==> src/rtl/lut_multiplier_seq_pkg.sv <==
// rtl/lut_multiplier_seq_pkg.sv - shared FSM encoding and step-count helpers
package lut_multiplier_seq_pkg;

  typedef enum logic [1:0] {
    IDLE = 2'd0,
    RUN  = 2'd1,
    DONE = 2'd2
  } state_e;

  function automatic int steps(input int m);
    return m / 2;
  endfunction

  // One spare bit so the counter can hold STEPS itself after the final step.
  function automatic int step_w(input int m);
    return $clog2(m / 2) + 1;
  endfunction

endpackage

==> src/rtl/lut_multiplier_seq_if.sv <==
// rtl/lut_multiplier_seq_if.sv - operand/product handshake bundle
interface lut_multiplier_seq_if #(
  parameter int N = 8,
  parameter int M = 8
);
  logic           in_valid;
  logic           in_ready;
  logic [N-1:0]   A;
  logic [M-1:0]   B;
  logic           out_valid;
  logic           out_ready;
  logic [N+M-1:0] AB;

  modport master (
    output in_valid, A, B, out_ready,
    input  in_ready, out_valid, AB
  );

  modport slave (
    input  in_valid, A, B, out_ready,
    output in_ready, out_valid, AB
  );
endinterface

==> src/rtl/lut_multiplier_seq_lut_pp_2b.sv <==
// rtl/lut_multiplier_seq_lut_pp_2b.sv - A x 2-bit partial product from a 4-entry table
module lut_pp_2b #(
  parameter int N = 8
) (
  input  logic [N-1:0] a_i,
  input  logic [1:0]   sel_i,
  output logic [N+1:0] pp_o
);

  always_comb begin
    pp_o = '0;
    case (sel_i)
      2'd0:    pp_o = '0;
      2'd1:    pp_o = {2'b00, a_i};
      2'd2:    pp_o = {1'b0, a_i, 1'b0};
      default: pp_o = {2'b00, a_i} + {1'b0, a_i, 1'b0};
    endcase
  end

endmodule

==> src/rtl/lut_multiplier_seq.sv <==
// rtl/lut_multiplier_seq.sv - iterative unsigned multiplier, two B bits per clock
import lut_multiplier_seq_pkg::*;

module lut_multiplier_seq #(
  parameter int N          = 8,
  parameter int M          = 8,
  parameter bit EARLY_EXIT = 1'b0
) (
  input  logic                 clk,
  input  logic                 reset,
  lut_multiplier_seq_if.slave  bus
);

  localparam int STEPS = steps(M);
  localparam int SW    = step_w(M);
  localparam int W     = N + M;

  if ((M % 2) != 0 || M < 2 || N < 2) begin : g_bad_params
    $error("lut_multiplier_seq: M must be even and >= 2, N must be >= 2");
  end

  state_e        state_q;
  logic [N-1:0]  a_q;
  logic [M-1:0]  b_q;
  logic [W-1:0]  acc_q;
  logic [W-1:0]  ab_q;
  logic [SW-1:0] step_q;
  logic          in_ready_q;
  logic          out_valid_q;

  logic [N+1:0]  pp;
  logic [W-1:0]  acc_d;
  logic [M-1:0]  b_d;
  logic          last_step;

  lut_pp_2b #(.N(N)) u_pp (
    .a_i   (a_q),
    .sel_i (b_q[1:0]),
    .pp_o  (pp)
  );

  // Partial product is weighted by 4^step; acc is wide enough that no add can overflow.
  assign acc_d     = acc_q + (W'(pp) << {step_q, 1'b0});
  assign b_d       = b_q >> 2;
  assign last_step = (step_q == SW'(STEPS - 1)) || (EARLY_EXIT && (b_d == '0));

  always_ff @(posedge clk) begin
    if (reset) begin
      state_q     <= IDLE;
      a_q         <= '0;
      b_q         <= '0;
      acc_q       <= '0;
      ab_q        <= '0;
      step_q      <= '0;
      in_ready_q  <= 1'b1;
      out_valid_q <= 1'b0;
    end else begin
      case (state_q)
        IDLE: begin
          if (bus.in_valid) begin
            a_q        <= bus.A;
            b_q        <= bus.B;
            acc_q      <= '0;
            step_q     <= '0;
            in_ready_q <= 1'b0;
            state_q    <= RUN;
          end
        end
        RUN: begin
          acc_q  <= acc_d;
          b_q    <= b_d;
          step_q <= step_q + 1'b1;
          if (last_step) begin
            ab_q        <= acc_d;
            out_valid_q <= 1'b1;
            state_q     <= DONE;
          end
        end
        DONE: begin
          // in_ready only rises after this edge, so a same-cycle in_valid waits a cycle.
          if (bus.out_ready) begin
            out_valid_q <= 1'b0;
            in_ready_q  <= 1'b1;
            state_q     <= IDLE;
          end
        end
        default: begin
          state_q     <= IDLE;
          in_ready_q  <= 1'b1;
          out_valid_q <= 1'b0;
        end
      endcase
    end
  end

  assign bus.in_ready  = in_ready_q;
  assign bus.out_valid = out_valid_q;
  assign bus.AB        = ab_q;

endmodule

==> src/flat_wrapper.sv <==
// flat-port wrapper written by rule: the top's interface ports become plain ports
module lut_multiplier_seq_flat 
#(
  parameter int N          = 8,
  parameter int M          = 8,
  parameter bit EARLY_EXIT = 1'b0
)
  (clk, reset, bus_in_valid, bus_A, bus_B, bus_out_ready, bus_in_ready, bus_out_valid, bus_AB);
  lut_multiplier_seq_if #(.N(N), .M(M)) bus_i ();
  input  logic clk;
  input  logic reset;
  input wire logic [$bits(bus_i.in_valid)-1:0] bus_in_valid;
  input wire logic [$bits(bus_i.A)-1:0] bus_A;
  input wire logic [$bits(bus_i.B)-1:0] bus_B;
  input wire logic [$bits(bus_i.out_ready)-1:0] bus_out_ready;
  output wire logic [$bits(bus_i.in_ready)-1:0] bus_in_ready;
  output wire logic [$bits(bus_i.out_valid)-1:0] bus_out_valid;
  output wire logic [$bits(bus_i.AB)-1:0] bus_AB;
  assign bus_i.in_valid = bus_in_valid;
  assign bus_i.A = bus_A;
  assign bus_i.B = bus_B;
  assign bus_i.out_ready = bus_out_ready;
  assign bus_in_ready = bus_i.in_ready;
  assign bus_out_valid = bus_i.out_valid;
  assign bus_AB = bus_i.AB;
  lut_multiplier_seq #(.N(N), .M(M), .EARLY_EXIT(EARLY_EXIT)) u_core (.clk(clk), .reset(reset), .bus(bus_i));
endmodule
==> config.mk <==
export PLATFORM = sky130hd
export DESIGN_NAME = lut_multiplier_seq_flat
export DESIGN_NICKNAME = d
export VERILOG_FILES = /design/src/rtl/lut_multiplier_seq_pkg.sv /design/src/rtl/lut_multiplier_seq_if.sv /design/src/rtl/lut_multiplier_seq_lut_pp_2b.sv /design/src/rtl/lut_multiplier_seq.sv /design/src/flat_wrapper.sv
export SDC_FILE = /design/constraint.sdc
export NUM_CORES = 1
export LEC_CHECK = 0
export CORE_AREA = 2 2 103 95
export DETAILED_ROUTE_END_ITERATION = 8
export DIE_AREA = 0 0 105 97
export PLACE_DENSITY = 0.68
export SYNTH_ARGS = -nofsm -noshare
export SYNTH_HDL_FRONTEND = slang
export SYNTH_HIERARCHICAL = 1
export SYNTH_SLANG_ARGS = --single-unit
==> constraint.sdc <==
create_clock -name clk -period 3.5 [get_ports clk]
set_input_delay 0.35 -clock clk [delete_from_list [all_inputs] [get_ports clk]]
set_output_delay 0.35 -clock clk [all_outputs]
set_load 0.02 [all_outputs]
# Word-level counts from Yosys, hierarchy flattened
# Cells that the tools add are included.
[classes]
n_addsub = 3
n_mul = 0
div = 0
order_cmp = 0
eq_ne = 8
shifts = 1
mux = 17
bitwise_logic = 2
reduce_logical = 9
[op_table]
columns = ["op", "count"]
rows = [
  ["$pmux W16 S2", 1],
  ["$pmux W10 S3", 1],
  ["$add A16 B16 Y16", 1],
  ["$mux W16", 1],
  ["$pmux W8 S2", 1],
  ["$shl A10 B4 Y16", 1],
  ["$add A8 B9 Y10", 1],
  ["$reduce_and A3 Y1", 3],
  ["$mux W8", 1],
  ["$mux W2", 3],
  ["$pmux W1 S3", 2],
  ["$pmux W2 S3", 1],
  ["$pmux W3 S2", 1],
  ["$reduce_and A2 Y1", 3],
  ["$eq A2 B1 Y1 const B", 2],
  ["$eq A2 B2 Y1 const B", 2],
  ["$logic_not A2 Y1", 2],
  ["$mux W1", 4],
  ["$ne A2 B2 Y1 const B", 2],
  ["$add A3 B1 Y3 const B", 1],
  ["$eq A3 B2 Y1 const B", 1],
  ["$mux W3", 1],
  ["$ne A2 B1 Y1 const B", 1],
  ["$not A1 Y1", 2],
  ["$reduce_bool A2 Y1", 1],
]
[totals]
regBits = 55
latch_bits = 0
ramBits = 0
mem_bits_ro = 0
inputBits = 20
wordCells = 48
memories = 0

# Longest topological paths before layout
# Gate-level depths: netlist (run 1).
[logic_depth]
depth_word = 5
ltp_mapped = 18
ltp_nobuf = 18

# By module
# Netlist (run 1), hierarchy kept.
[modules_own_cells]
columns = ["mod", "n_inst", "cells_each", "area_each_um2"]
rows = [
  ["lut_multiplier_seq", 1, 397, 3096.7],
  ["lut_pp_2b", 1, 60, 474.2],
]

# Least setup slack after synthesis (run 1)
# No wires, ideal clock.
[synth_path]
kind = "register -> register"
startpoint = "reg u_core.a_q[1]"
endpoint = "reg u_core.ab_q[12] (netlist: u_core/bus.AB[12])"
setup_time_ns = 0.062
arrival_ns = 3.711
required_ns = 3.438
path_slack_ns = -0.274
stages_incl_launch_ff = 18
n_path_buf = 0
synth_period_minus_slack_ns = 3.774
cell_sequence = "dfxtp_1 > ha_1 > fa_1 > a211oi_2 > o21bai_1 > a21o_1 > xor2_1 > o21ai_1 > mux2_4 > o21ai_1 > nor2_1 > ha_1 > o211ai_1 > a31o_1 > a32oi_4 > a31oi_2 > or4_1 > nand3_1"
[synth_between]
elab_chain_len = 4
[synth_rtl]
columns = ["element", "line", "text"]
rows = [
  ["start, declared", "lut_multiplier_seq.sv:23", "logic [N-1:0] a_q;"],
  ["start signal, assigned", "lut_multiplier_seq.sv:61", "a_q <= bus.A;"],
  ["$add A8 B9 Y10", "lut_multiplier_seq_lut_pp_2b.sv:16", "default: pp_o = {2'b00, a_i} + {1'b0, a_i, 1'b0};"],
  ["$pmux W10 S3", "lut_multiplier_seq_lut_pp_2b.sv:12", "case (sel_i)"],
  ["net u_core.pp[7]", "lut_multiplier_seq.sv:31", "logic [N+1:0] pp;"],
  ["$shl A10 B4 Y16", "lut_multiplier_seq.sv:43", "assign acc_d = acc_q + (W'(pp) << {step_q, 1'b0});"],
  ["$add A16 B16 Y16", "lut_multiplier_seq.sv:43", ""],
  ["end signal, assigned", "lut_multiplier_seq.sv:53", "ab_q <= '0;"],
  ["end signal, assigned", "lut_multiplier_seq.sv:74", "ab_q <= acc_d;"],
  ["end, declared", "lut_multiplier_seq.sv:26", "logic [W-1:0] ab_q;"],
]
# The timed path passes the listed nets, and every way through them passes these cells.
# A chain may end at the register's enable or synchronous reset.

# Final worst setup path (run 1)
# Same ends and word-level chain as after synthesis.

==> summary.md, run 1 <==
| Metric | Value |
|---|---|
| Status | `finished, violations left` |
| Failing checks | `setup timing` |
| I/O pin total | `38` |
| Fin nets | `598` |
| Syn Area/Cell | `7.81 µm²` |
| Layout area overhead | `40.0%` |
| Critical Path AT | `4100 ps` |
| CTS Sinks | `55` |
| Die width | `105 µm` |
| Initial drt markers | `257` |
| WP data required | `3770 ps` |
| RePlAce Congestion | `0.961` |
| PwrDens | `289 nW/µm²` |
| Final-report max-slew violation count | `0` |
| Top FF cell, synth | `dfxtp_1` |
| Port buffer count | `37` |
| Crit path kind | `reg2reg` |
| Clk Latency, worst-skew pair | `320 ps` |
| Largest net degree at the start of global routing | `32` |
| CTS tree | `yes` |
| Hold endpoint | `u_core/bus.AB[5]` |
| FF-to-FF setup slack | `-330 ps` |
| Core area | `9000 µm²` |
| Worst min path class | `reg2reg` |
| Die area | `10200 µm²` |
| Share of post-route cells with drive strength above 1 | `0.252` |
| Ys Warns | `6` |
| Maximum net fanout on the critical path | `4` |
| Initial antenna violation count | `0` |
| Post-Syn Area | `3570 µm²` |
| FFs w/ async S/R, synth | `0` |
| Met1 Usage GRT | `0.263` |
| Reg2Reg Depth | `17` |
| Global-route met2 utilization | `0.322` |
| Clk root buf | `clkbuf_8` |
| Clock Pin Slew Worst Setup and Hold Paths | `110 ps` |
| Sequential area share after synthesis | `0.308` |
| Starting Density | `0.397` |
| GR Util met3 | `0.0209` |
| Final-report setup violation count | `18` |
| Min-delay src | `u_core/bus.AB[5]` |
| Grt peak-use layer | `met2` |
| CTS buffer count | `5` |
| Die Y | `97 µm` |
| First-pass GRT wire length | `16.6 mm` |
| Unrepaired setup endpoints after global routing | `true` |
| RR Endpoint | `u_core/bus.AB[12]` |
| Htree depth | `2` |
| Dpl hpwl | `6.94 mm` |
| EDFF count, synth | `0` |
| Min cycle time layout | `3830 ps` |
| Worst setup margin | `-333 ps` |
| Design Power | `1.45 mW` |
| Cell Area, Placed | `4490 µm²` |
| Commonest cells after routing, fill and taps aside | `nand2_1, buf_4, dfxtp_1` |
| Vias in the first global route | `3511` |
| Antenna Violating Nets Remaining | `0` |
| Detailed-route via count | `3743` |
| Max Cap Viol | `0` |
| R2R Path Start | `u_core/a_q[1]` |
| Wirelength, routed | `10.1 mm` |
| Crit share post-route | `1.10` |
| Pre-Repair DR Iteration Count | `5` |
| Total track usage | `0.194` |
| Cell leakage power | `1.98 nW` |
| Placement Rows | `33` |
| Setup crit start kind | `flop` |
| Global route overflow | `0` |
| Syn nets | `504` |
| VDD IR-drop max | `0.173 mV` |
| Fin. Hold Viols | `0` |
| Finished Layout Cells | `674` |
| Worst Skew | `9.06 ps` |
| Final instance area | `5000 µm²` |
| Slew @ Worst Pin | `581 ps` |
| Unique masters post-synth | `56` |
| Via/cell ratio | `5.55` |
| #FFs+latches synth | `55` |
| Commonest non-fill, non-tap cell in the layout | `nand2_1` |
| Wire per inst | `15.0 µm` |
| Detailed-route DRC error count | `0` |
| Cells after Synth | `457` |
| Maximum clock rate | `261 MHz` |
| # placed instances | `652` |
| Longest Clk Path Bufs | `2` |
| Slew margin rel. | `0.612` |
| Hold path depth | `2` |
| N_diodes | `0` |
| Crit. End Element | `flop` |
timing repair:
action / in CTS / in global routing
resized for setup: 32 / 26
pin swaps: 16 / 19
endpoints found under the setup margin: 16 / 18
hold buffers: 0 / 0
buffers inserted: 12 / 2
cell usage after synthesis, drive strengths merged (3+ instances only):
| cell | count | area, µm² |
|---|---|---|
| a211oi | 5 | 47.5 |
| a21o | 5 | 40.0 |
| a21oi | 51 | 255 |
| a22o | 9 | 78.8 |
| a22oi | 3 | 22.5 |
| a311oi | 6 | 52.6 |
| a31oi | 6 | 43.8 |
| a32oi | 3 | 45.1 |
| and2 | 6 | 37.5 |
| buf | 4 | 18.8 |
| clkbuf | 19 | 71.3 |
| dfxtp | 55 | 1100 |
| ha | 25 | 313 |
| inv | 12 | 45.0 |
| mux2 | 5 | 60.1 |
| mux2i | 9 | 90.1 |
| nand2 | 88 | 330 |
| nand2b | 4 | 25.0 |
| nand3 | 23 | 120 |
| nand4 | 3 | 18.8 |
| nor2 | 27 | 101 |
| nor2b | 5 | 31.3 |
| nor3 | 8 | 40.0 |
| o211ai | 4 | 35.0 |
| o21ai | 27 | 139 |
| o22ai | 3 | 18.8 |
| xnor2 | 12 | 105 |
| xor2 | 6 | 52.6 |
metrics by stage:
stage | hold WS (ps) | setup slack, ps | setup TNS (ps) | utilization
floorplan | 420 | -123 | -232 | -
finish | 458 | -333 | -3560 | 0.555
global placement | 444 | -209 | -1460 | 0.499
detailed placement | 449 | -259 | -2330 | 0.499
global route | 487 | -508 | -6510 | 0.555
CTS | 463 | -231 | -1980 | 0.539
worst max path at each step:
stage                             start  slack, ps                end
final                     u_core/a_q[1]       -330  u_core/bus.AB[12]
after detailed placement  u_core/a_q[1]       -260  u_core/bus.AB[13]
after global routing      u_core/a_q[1]       -510  u_core/bus.AB[14]
after floorplan           u_core/a_q[1]       -120  u_core/bus.AB[12]
after global placement    u_core/a_q[1]       -210   u_core/acc_q[15]
after CTS                 u_core/a_q[1]       -230   u_core/acc_q[15]
registers in the layout (all words and copies together) (netlist names):
signal	cells
u_core/a_q	8
u_core/acc_q	16
u_core/b_q	8
u_core/bus.AB	16
u_core/bus.in_ready	1
u_core/bus.out_valid	1
u_core/state_q	2
u_core/step_q	3
metal layers:
layer,up-vias,share of wire
li1,1830,-
met1,1773,0.47
met2,119,0.47
met3,21,0.042
met4,0,0.020
met5,-,0
worst max-delay path, cell delays in order (launching register included):
cell	delay (ps)
dfxtp_4	380
ha_4	170
fa_2	390
a211oi_2	220
o21bai_1	90
a21o_1	190
xor2_1	130
o21ai_1	100
mux2_4	310
o21ai_4	140
nor2_1	60
ha_1	340
o211ai_1	110
a31o_1	260
a32oi_4	270
a31oi_4	130
or4_1	420
nand3_1	80
power by group:
part,internal (mW),switching (mW)
Sequential,0.646,0.0206
Combinational,0.154,0.165
Clock,0.236,0.225
Total,1.04,0.410
final cells by class:
class | count | area [µm²]
well taps | 122 | 153
multi-input cells | 367 | 2640
inverters | 12 | 45.0
repair buffers | 110 | 937
clock buffers | 6 | 82.6
fillers | 824 | 4000
clock inverters | 2 | 38.8
flip-flops and latches | 55 | 1110
logic make-up after synthesis:
logic type | Yosys count | synth area share
AO/OA/AOI/OAI | 137 | 0.255
XOR/XNOR | 18 | 0.0441
adder cells (fa/ha/maj) | 27 | 0.0988
buffers and inverters | 35 | 0.0378
flip-flops | 55 | 0.308
multiplexers | 14 | 0.0420
AND/OR/NAND/NOR | 171 | 0.214
(Power assumes the default switching activity.)
==> run 2: changes to the inputs <==
Settings changed: CTS_CLUSTER_DIAMETER set to 200.
==> results of run 2 <==
Same layout as run 1: the final DEF is identical, and so are final timing and power.
==> run 3: changes to the inputs <==
--- a/constraint.sdc
+++ b/constraint.sdc
@@ -3,2 +3,2 @@
 set_output_delay 0.35 -clock clk [all_outputs]
-set_load 0.02 [all_outputs]
+set_load 0.05 [all_outputs]
==> results of run 3 <==
Same layout as run 1 (identical final DEF). Status: finished, violations left: setup timing.
